File: src/rtl/rand_stream_pkg.sv
// Shared types and LFSR constants for the randomised-gap stream master.
package rand_stream_pkg;

    localparam int unsigned LfsrWidth = 16;
    localparam logic [LfsrWidth-1:0] LfsrTaps = 16'hB400;

    typedef enum logic [1:0] {
        IDLE  = 2'd0,
        WAIT  = 2'd1,
        VALID = 2'd2
    } state_e;

    // One right-shifting Galois step.
    function automatic logic [LfsrWidth-1:0] lfsr_step(input logic [LfsrWidth-1:0] l);
        return (l >> 1) ^ (l[0] ? LfsrTaps : '0);
    endfunction

endpackage

File: src/rtl/fifo_v3.sv
// Minimal fifo_v3-compatible circular buffer (registered head, pointers wrap modulo DEPTH).
module fifo_v3 #(
    parameter bit          FALL_THROUGH = 1'b0,
    parameter int unsigned DEPTH        = 8,
    parameter type         dtype        = logic,
    parameter int unsigned ADDR_DEPTH   = (DEPTH > 1) ? $clog2(DEPTH) : 1
) (
    input  logic                  clk_i,
    input  logic                  rst_ni,
    input  logic                  flush_i,
    output logic                  full_o,
    output logic                  empty_o,
    output logic [ADDR_DEPTH-1:0] usage_o,
    input  dtype                  data_i,
    input  logic                  push_i,
    output dtype                  data_o,
    input  logic                  pop_i
);
    localparam int unsigned CntW = ADDR_DEPTH + 1;

    if (FALL_THROUGH) begin : g_no_fall_through
        $fatal(1, "fifo_v3: fall-through mode is not provided by this implementation");
    end

    dtype                  mem_q [DEPTH];
    logic [ADDR_DEPTH-1:0] rd_q;
    logic [ADDR_DEPTH-1:0] wr_q;
    logic [CntW-1:0]       cnt_q;
    logic                  push_ok;
    logic                  pop_ok;

    assign full_o  = (cnt_q == CntW'(DEPTH));
    assign empty_o = (cnt_q == '0);
    assign usage_o = cnt_q[ADDR_DEPTH-1:0];
    assign data_o  = mem_q[rd_q];
    assign push_ok = push_i && !full_o;
    assign pop_ok  = pop_i && !empty_o;

    always_ff @(posedge clk_i or negedge rst_ni) begin
        if (!rst_ni) begin
            rd_q  <= '0;
            wr_q  <= '0;
            cnt_q <= '0;
        end else if (flush_i) begin
            rd_q  <= '0;
            wr_q  <= '0;
            cnt_q <= '0;
        end else begin
            if (push_ok) wr_q <= (wr_q == ADDR_DEPTH'(DEPTH - 1)) ? '0 : wr_q + 1'b1;
            if (pop_ok)  rd_q <= (rd_q == ADDR_DEPTH'(DEPTH - 1)) ? '0 : rd_q + 1'b1;
            cnt_q <= cnt_q + CntW'(push_ok) - CntW'(pop_ok);
        end
    end

    // Storage needs no reset: the counters alone define which entries are live.
    always_ff @(posedge clk_i) begin
        if (push_ok) mem_q[wr_q] <= data_i;
    end

endmodule

File: src/rtl/rand_stream_mst.sv
// Stream master: buffers pushed beats and emits them in order with LFSR-drawn idle gaps.
module rand_stream_mst
    import rand_stream_pkg::*;
#(
    parameter type                  data_t        = logic,
    parameter int                   Depth         = 4,
    parameter int                   MinWaitCycles = 0,
    parameter int                   MaxWaitCycles = 0,
    parameter logic [LfsrWidth-1:0] LfsrSeed      = 16'hACE1
) (
    input  logic                         clk_i,
    input  logic                         rst_i,
    input  data_t                        push_data_i,
    input  logic                         push_valid_i,
    output logic                         push_ready_o,
    output data_t                        data_o,
    output logic                         valid_o,
    input  logic                         ready_i,
    output logic [$clog2(Depth+1)-1:0]   count_o,
    output logic                         idle_o
);
    localparam int unsigned CntW  = $clog2(Depth + 1);
    localparam int unsigned AddrW = (Depth > 1) ? $clog2(Depth) : 1;
    localparam int unsigned WaitW = (MaxWaitCycles > 0) ? $clog2(MaxWaitCycles + 1) : 1;
    localparam int unsigned Range = unsigned'(MaxWaitCycles - MinWaitCycles + 1);

    if (Depth < 2) begin : g_bad_depth
        $fatal(1, "rand_stream_mst: Depth must be >= 2");
    end
    if (MinWaitCycles < 0) begin : g_bad_min
        $fatal(1, "rand_stream_mst: MinWaitCycles must be >= 0");
    end
    if (MaxWaitCycles < MinWaitCycles) begin : g_bad_max
        $fatal(1, "rand_stream_mst: MaxWaitCycles must be >= MinWaitCycles");
    end
    if (LfsrSeed == '0) begin : g_bad_seed
        $fatal(1, "rand_stream_mst: LfsrSeed must be nonzero");
    end

    state_e               state_q, state_d;
    logic [WaitW-1:0]     wait_q, wait_d;
    logic [LfsrWidth-1:0] lfsr_q, lfsr_d;
    logic                 valid_q;
    logic [WaitW-1:0]     wait_draw;
    logic                 draw;
    logic                 pop;
    logic                 push_acc;
    logic                 full;
    logic                 empty;
    logic [AddrW-1:0]     usage;

    fifo_v3 #(
        .FALL_THROUGH (1'b0),
        .DEPTH        (Depth),
        .dtype        (data_t)
    ) i_fifo (
        .clk_i   (clk_i),
        .rst_ni  (~rst_i),
        .flush_i (1'b0),
        .full_o  (full),
        .empty_o (empty),
        .usage_o (usage),
        .data_i  (push_data_i),
        .push_i  (push_valid_i),
        .data_o  (data_o),
        .pop_i   (pop)
    );

    assign push_ready_o = !full;
    assign push_acc     = push_valid_i && !full;
    assign count_o      = full ? CntW'(Depth) : CntW'(usage);
    assign valid_o      = valid_q;
    assign idle_o       = empty && !valid_q;
    assign wait_draw    = WaitW'(MinWaitCycles) + WaitW'(lfsr_q % LfsrWidth'(Range));

    always_ff @(posedge clk_i or posedge rst_i) begin
        if (rst_i) begin
            state_q <= IDLE;
            wait_q  <= '0;
            lfsr_q  <= LfsrSeed;
            valid_q <= 1'b0;
        end else begin
            state_q <= state_d;
            wait_q  <= wait_d;
            lfsr_q  <= lfsr_d;
            valid_q <= (state_d == VALID);
        end
    end

    // A draw happens when a new beat becomes eligible; W=0 skips WAIT entirely.
    always_comb begin
        state_d = state_q;
        wait_d  = wait_q;
        lfsr_d  = lfsr_q;
        draw    = 1'b0;
        pop     = 1'b0;
        case (state_q)
            IDLE: begin
                if (!empty) draw = 1'b1;
            end
            WAIT: begin
                if (wait_q <= WaitW'(1)) begin
                    state_d = VALID;
                    wait_d  = '0;
                end else begin
                    wait_d = wait_q - WaitW'(1);
                end
            end
            VALID: begin
                if (ready_i) begin
                    pop = 1'b1;
                    if ((count_o > CntW'(1)) || push_acc) draw = 1'b1;
                    else state_d = IDLE;
                end
            end
            default: state_d = IDLE;
        endcase
        if (draw) begin
            lfsr_d = lfsr_step(lfsr_q);
            if (wait_draw == '0) begin
                state_d = VALID;
                wait_d  = '0;
            end else begin
                state_d = WAIT;
                wait_d  = wait_draw;
            end
        end
    end

endmodule

File: config.mk
export PLATFORM = sky130hd
export DESIGN_NAME = rand_stream_mst
export DESIGN_NICKNAME = d
export VERILOG_FILES = /design/src/rtl/rand_stream_pkg.sv /design/src/rtl/fifo_v3.sv /design/src/rtl/rand_stream_mst.sv
export SDC_FILE = /design/constraint.sdc
export NUM_CORES = 1
export LEC_CHECK = 0
export ABC_AREA = 1
export CORE_MARGIN = 1.5
export CORE_UTILIZATION = 64
export DETAILED_ROUTE_END_ITERATION = 10
export DONT_BUFFER_PORTS = 1
export HOLD_SLACK_MARGIN = 0.05
export PLACE_DENSITY_LB_ADDON = 0.25
export SYNTH_ARGS = -nofsm -noshare
export SYNTH_HDL_FRONTEND = slang
export SYNTH_HIERARCHICAL = 1
export SYNTH_SLANG_ARGS = --single-unit
File: constraint.sdc
create_clock -name clk_i -period 3.6 [get_ports clk_i]
set_input_delay 0.72 -clock clk_i [delete_from_list [all_inputs] [get_ports clk_i]]
set_output_delay 0.72 -clock clk_i [all_outputs]
set_load 0.05 [all_outputs]
==> results.py, run 1 <==
metrics = {
    "clocking": {
        "post_cts_buffers": 0,
        "hold_buffers": 0,
        "htreeDepth": 1,
        "cts_buffers": 3,
        "post_cts_resized": 0,
        "cts_buffer_depth": 2,
        "clk_pin_slew_ns": 0.08,
        "cts_tree": "done",
        "cts_root_buf": "clkbuf_4",
        "numClockSinks": 14,
        "clk_latency_ns": 0.27,
    },
    "grt": {
        "grt_most_used_layer": "met2",
        "grt_pass1_wl_um": 2190,
        "met1_usage_pct": 25.9,
        "overflow": 0,
        "grt_pass1_vias": 540,
        "use_met3_pct": 3.47,
        "antenna_found_initial": 0,
        "track_usage_pct": 22.7,
        "grt_max_degree": 11,
        "grt_util_met2_pct": 38.3,
    },
    "timing": {
        "final_max_slew_viol_count": 0,
        "setup_viol": 0,
        "fin_crit_sh_pct": 75.1,
        "rsz0062_at_grt": "no",
        "skew_ns": 0.00307,
        "worst_pin_slew_ns": 0.894,
        "hold_viol_final": 0,
        "fin_crit_ns": 2.71,
        "relSlewSlack_pct": 40.2,
        "fmax_mhz": 370,
        "fin_setup_tns_ns": 0,
    },
    "route": {
        "vias": 605,
        "drt_first_pass_iters": 4,
        "drt_first_iter_violations": 22,
        "drc_errors": 0,
        "ant_nets": 0,
        "drt-vias-per-instance": 5.22,
        "routed_wl_um": 1350,
        "wl_per_cell_um": 11.6,
    },
    "layout": {
        "drive_gt1_share_pct": 9.80,
        "num_antenna_cells": 0,
        "area_growth_pct": 3.92,
        "utilization_pct": 74.7,
        "mostFrequentLayoutCells": "23 x inv_1, 14 x nor2_1, 13 x nand2_1",
        "final_common_cell": "inv_1",
        "fin_nets": 116,
    },
    "worst_setup_path": {
        "crit_chain": "nor2_4 > nand2_4 > inv_1 > nor2_1",
        "cp_max_fo": 6,
        "worst_path_largest_cell_delay_ns": 0.78,
        "critPathCaptureType": "primary output",
        "slowest_stage": "nor2_1",
        "arrival_ns": 1.99,
        "startpoint_type": "flop",
        "required_ns": 2.88,
        "path_class": "flop to primary output",
    },
    "die": {
        "core-area_sq_um": 1160,
        "pin_count": 12,
        "rows": 12,
        "start_util_pct": 71.9,
        "die_h_um": 39.0,
        "die_x_um": 39.0,
        "dieArea_sq_um": 1520,
    },
    "logic_synthesis": {
        "synth_top_area_share_pct": 30.1,
        "ys_types": 21,
        "synth.avg_cell_area_sq_um": 8.48,
        "synth_area_sq_um": 831,
        "ys_seq_area_share_pct": 44.6,
        "synth_top_area_cell": "dfrtp_1",
        "ys_ff_latch": 14,
        "yosys-top-cells-area": "dfrtp_1 30%, edfxtp_1 14%, ha_1 11%",
        "yosysWarningCount": 6,
        "syn_inst": 98,
    },
    "power_and_ir_drop": {
        "netSwitchingFraction_pct": 52.3,
        "p_clk_share_pct": 13.4,
        "combPwrFrac_pct": 47.0,
        "power.internal_w": 0.000317,
        "power.share.sequential_pct": 39.7,
        "total_leakage_power_nw": 0.468,
        "powerDensity_nw_per_um2": 769,
        "p_sw_w": 0.000347,
        "vdd_ir_drop_max_mv": 0.581,
    },
    "placement": {
        "hpwl_um": 999,
        "portBuffers": 0,
        "gp_congestion": 0.725,
    },
    "worst_hold_path": {
        "hold_class": "input port to async pin",
    },
    "status": {
        "status": "complete, no violations",
    },
    "job": {
        "drv_cap": 0,
    },
}
[path summary, 6_finish.rpt]
path	to	slack, ns	start	cells after the start
max	count_o[1]	0.89	i_fifo/cnt_q[1]	4
min	i_fifo/cnt_q[1]	0.31	rst_i	1
max reg2reg	i_fifo/cnt_q[2]	1.47	state_q[0]	10
min reg2reg	valid_o	0.56	state_q[0]	2
max in group asynchronous	i_fifo/wr_q[1]	3.01	rst_i	1
min in group clk_i	i_fifo/mem_q[0]	0.54	push_data_i	0
[critical path: cells and delay by family, from the launching register on]
family        cells  cell delay (ns)
simple gates      3             0.96
flops             1             0.50
buf+inv           1             0.25
[stage by stage]
step / cell area [sq um] / hold slack (ns) / setup slack [ns] / power (W) / instances
after floorplan: 842 / 0.506 / 1.32 / 0.000553 / 101
after global placement: 837 / 0.524 / 1.21 / 0.000562 / 112
after detailed placement: 837 / 0.545 / 1.12 / 0.000576 / 112
after CTS: 863 / 0.310 / 0.887 / 0.000667 / 116
after global routing: 863 / 0.329 / 0.811 / 0.000712 / 116
final: 863 / 0.309 / 0.895 / 0.000664 / 116
[per-layer routing]
metal | part of all wire (%) | wire, um
met1 | 41 | 556
met2 | 52 | 702
met3 | 4.4 | 59
met4 | 2.4 | 33
met5 | 0 | 0
[sequential cells by signal (all words and copies together) (netlist names)]
signal	cells
i_fifo/cnt_q	3
i_fifo/mem_q	4
state_q	2
i_fifo/wr_q	2
i_fifo/rd_q	2
valid_o	1
[power groups by stage]
stage	Sequential, W	Combinational (W)	Clock (W)
6_report	0.000263	0.000312	0.0000888
5_1_grt	0.000270	0.000345	0.0000970
4_1_cts	0.000263	0.000312	0.0000921
3_5_place_dp	0.000267	0.000309	0
3_3_place_gp	0.000264	0.000297	0
2_1_floorplan	0.000258	0.000295	0
[cells in the mapped netlist]
master,count
nor2_2,1
inv_1,23
nor3_1,1
fa_1,1
a21oi_1,2
edfxtp_1,4
ha_1,7
nand2_4,2
buf_4,3
o21ai_0,1
nand4_1,4
nand2_2,2
dfrtp_1,10
inv_2,1
nand2_1,13
nor2_4,1
nor2_1,14
nand3_1,5
o21ai_1,1
o211ai_1,1
conb_1,1
[kinds of logic (layout without fill, tap and decap cells)]
group                      Yosys count  count (layout)  synth area share (%)
and+or+nand+nor                     43              43                  25.1
DFF                                 14              14                  44.6
other                                1               4                 0.451
AOI/OAI and AO/OA                    5               5                  3.31
buffers and inverters               27              28                  13.6
adders and majority gates            8               8                  13.0
[cell type report]
type,instances,area [sq um]
clock buffer,3,22.5
clock inverter,1,3.75
sequential,14,370
tap,14,17.5
inverter,24,90.1
fill,81,293
multi-input combinational,60,359
No activity file was read; power rests on OpenSTA's default activity.
==> inputs of run 2 (changes only) <==
--- a/config.mk
+++ b/config.mk
@@ -7,7 +7,7 @@
 export LEC_CHECK = 0
 export ABC_AREA = 1
 export CORE_MARGIN = 1.5
-export CORE_UTILIZATION = 64
+export CORE_UTILIZATION = 59
 export DETAILED_ROUTE_END_ITERATION = 10
 export DONT_BUFFER_PORTS = 1
 export HOLD_SLACK_MARGIN = 0.05
==> constraint.sdc (replaced) <==
create_clock -name clk_i -period 2.5 [get_ports clk_i]
set_input_delay 0.5 -clock clk_i [delete_from_list [all_inputs] [get_ports clk_i]]
set_output_delay 0.5 -clock clk_i [all_outputs]
set_load 0.05 [all_outputs]
==> run 2 against run 1 <==
Against the previous run: non-clock buffer count rose by 4; die area rose by 7.8%; highest routed layer unchanged; critical endpoint is now count_o[0]; critical path type unchanged; sequential power rose by 44%; largest cell class unchanged.
==> results.py, run 2 (same netlist as run 1, synthesis figures left out) <==
metrics = {
    "status": {
        "status": "complete, no violations",
    },
    "layout": {
        "utilization_pct": 68.8,
        "num_antenna_cells": 0,
        "largestRegisters": "i_fifo/mem_q: 4 flops, i_fifo/cnt_q: 3 flops",
        "drive_gt1_share_pct": 13.2,
        "top_register": "i_fifo/mem_q",
        "num-fill-cells": 115,
        "final_common_cell": "inv_1",
        "stdcell_area_sq_um": 895,
        "mostFrequentLayoutCells": "23 x inv_1, 14 x nor2_1, 13 x nand2_1",
        "fin_nets": 120,
        "largest_reg_flops": 4,
        "area_growth_pct": 7.68,
    },
    "timing": {
        "fin_setup_tns_ns": 0,
        "rsz0062_at_grt": "no",
        "fin_crit_ns": 2.07,
        "final_max_slew_viol_count": 0,
        "skew_ns": 0.00147,
        "fin_ws_ns": 0.428,
        "fmax_mhz": 483,
        "setup_viol": 0,
        "fin_crit_sh_pct": 82.9,
        "hold_viol_final": 0,
    },
    "route": {
        "ant_nets": 0,
        "drt_first_iter_violations": 15,
        "drt-vias-per-instance": 4.89,
        "wl_per_cell_um": 10.7,
        "routed_wl_um": 1290,
        "drt_first_pass_iters": 4,
        "vias": 592,
        "drc_errors": 0,
    },
    "worst_setup_path": {
        "startpoint_type": "flop",
        "required_ns": 2.00,
        "cpLargestDelayFamily": "flip-flops",
        "arrival_ns": 1.57,
        "cp_max_fo": 6,
        "critPathCaptureType": "primary output",
        "slowest_stage": "dfrtp_1",
        "path_buf_inv": 3,
        "crit_chain": "nor2_4 > nand2_4 > inv_1 > buf_4 > nor2_1 > buf_4",
        "cp_common_cell": "buf_4",
        "path_class": "flop to primary output",
        "worst_path_largest_cell_delay_ns": 0.48,
    },
    "job": {
        "drv_cap": 0,
    },
    "die": {
        "rows": 13,
        "die_x_um": 40.5,
        "dieArea_sq_um": 1640,
        "pin_count": 12,
        "start_util_pct": 63.8,
        "core-area_sq_um": 1300,
        "die_h_um": 40.5,
    },
    "placement": {
        "gp_congestion": 0.700,
        "hpwl_um": 1020,
        "post_dp_cell_area_sq_um": 868,
        "post-place-ws_ns": 0.342,
        "portBuffers": 0,
    },
    "clocking": {
        "post_cts_resized": 0,
        "cts_buffer_depth": 2,
        "numClockSinks": 14,
        "cts_tree": "done",
        "cts_root_buf": "clkbuf_4",
        "clk_latency_ns": 0.28,
        "htreeDepth": 1,
        "clk_pin_slew_ns": 0.08,
        "cts_buffers": 3,
        "hold_buffers": 0,
        "post_cts_buffers": 0,
    },
    "grt": {
        "grt_max_degree": 11,
        "overflow": 0,
        "antenna_found_initial": 0,
        "grt_pass1_wl_um": 2110,
        "grt_pass1_vias": 520,
        "track_usage_pct": 20.6,
    },
    "worst_hold_path": {
        "hold_class": "input port to async pin",
    },
    "power_and_ir_drop": {
        "total_leakage_power_nw": 0.489,
        "powerDensity_nw_per_um2": 1120,
        "vdd_ir_drop_max_mv": 0.803,
    },
}
==> run 2: cell types whose count changed in the layout (fill, tap and decap cells not counted) <==
cell,previous run,this run
buf_4,0,4
==> run 2: where the power goes <==
part	switching, W	total (W)	internal, W
clock	0.0000720	0.000130	0.0000579
combinational	0.000345	0.000493	0.000148
sequential	0.0000874	0.000378	0.000291
==> run 2: layout make-up <==
cell class	count	area [sq um]	share of cell area (%)
Inverter	24	90.1	10.1
Sequential cell	14	370	41.4
Clock inverter	1	3.75	0.420
Clock buffer	3	22.5	2.52
Multi-Input combinational cell	60	359	40.1
Tap cell	15	18.8	2.10
Timing Repair Buffer	4	30.0	3.36
==> run 2: routing by layer <==
| metal | GRT usage [%] | up-vias | part of all wire [%] |
|---|---|---|---|
| met2 | 34.5 | 10 | 53 |
| met4 | 13.3 | 0 | 0.93 |
| met3 | 3.89 | 2 | 3.1 |
| met5 | 0 | - | 0 |
| li1 | - | 308 | - |
| met1 | 23.8 | 272 | 43 |
==> run 2: worst paths after layout <==
path	startpoint	end	slack (ns)	depth (start not counted)
max in group asynchronous	rst_i	i_fifo/cnt_q[2]	2.14	1
worst max-delay path	i_fifo/cnt_q[1]	count_o[0]	0.43	6
worst min-delay path	rst_i	i_fifo/rd_q[1]	0.08	1
min in group clk_i	push_data_i	i_fifo/mem_q[1]	0.31	0
worst max register to register	i_fifo/cnt_q[1]	i_fifo/cnt_q[2]	0.46	11
worst min register to register	state_q[0]	valid_o	0.56	2
==> run 2: metrics by stage <==
stage | power, W | instances | hold slack, ns
final | 0.00100 | 121 | 0.0807
after global routing | 0.00109 | 121 | 0.108
after CTS | 0.00101 | 121 | 0.0892
after detailed placement | 0.000880 | 117 | 0.396
after global placement | 0.000860 | 117 | 0.377
after floorplan | 0.000796 | 101 | 0.340
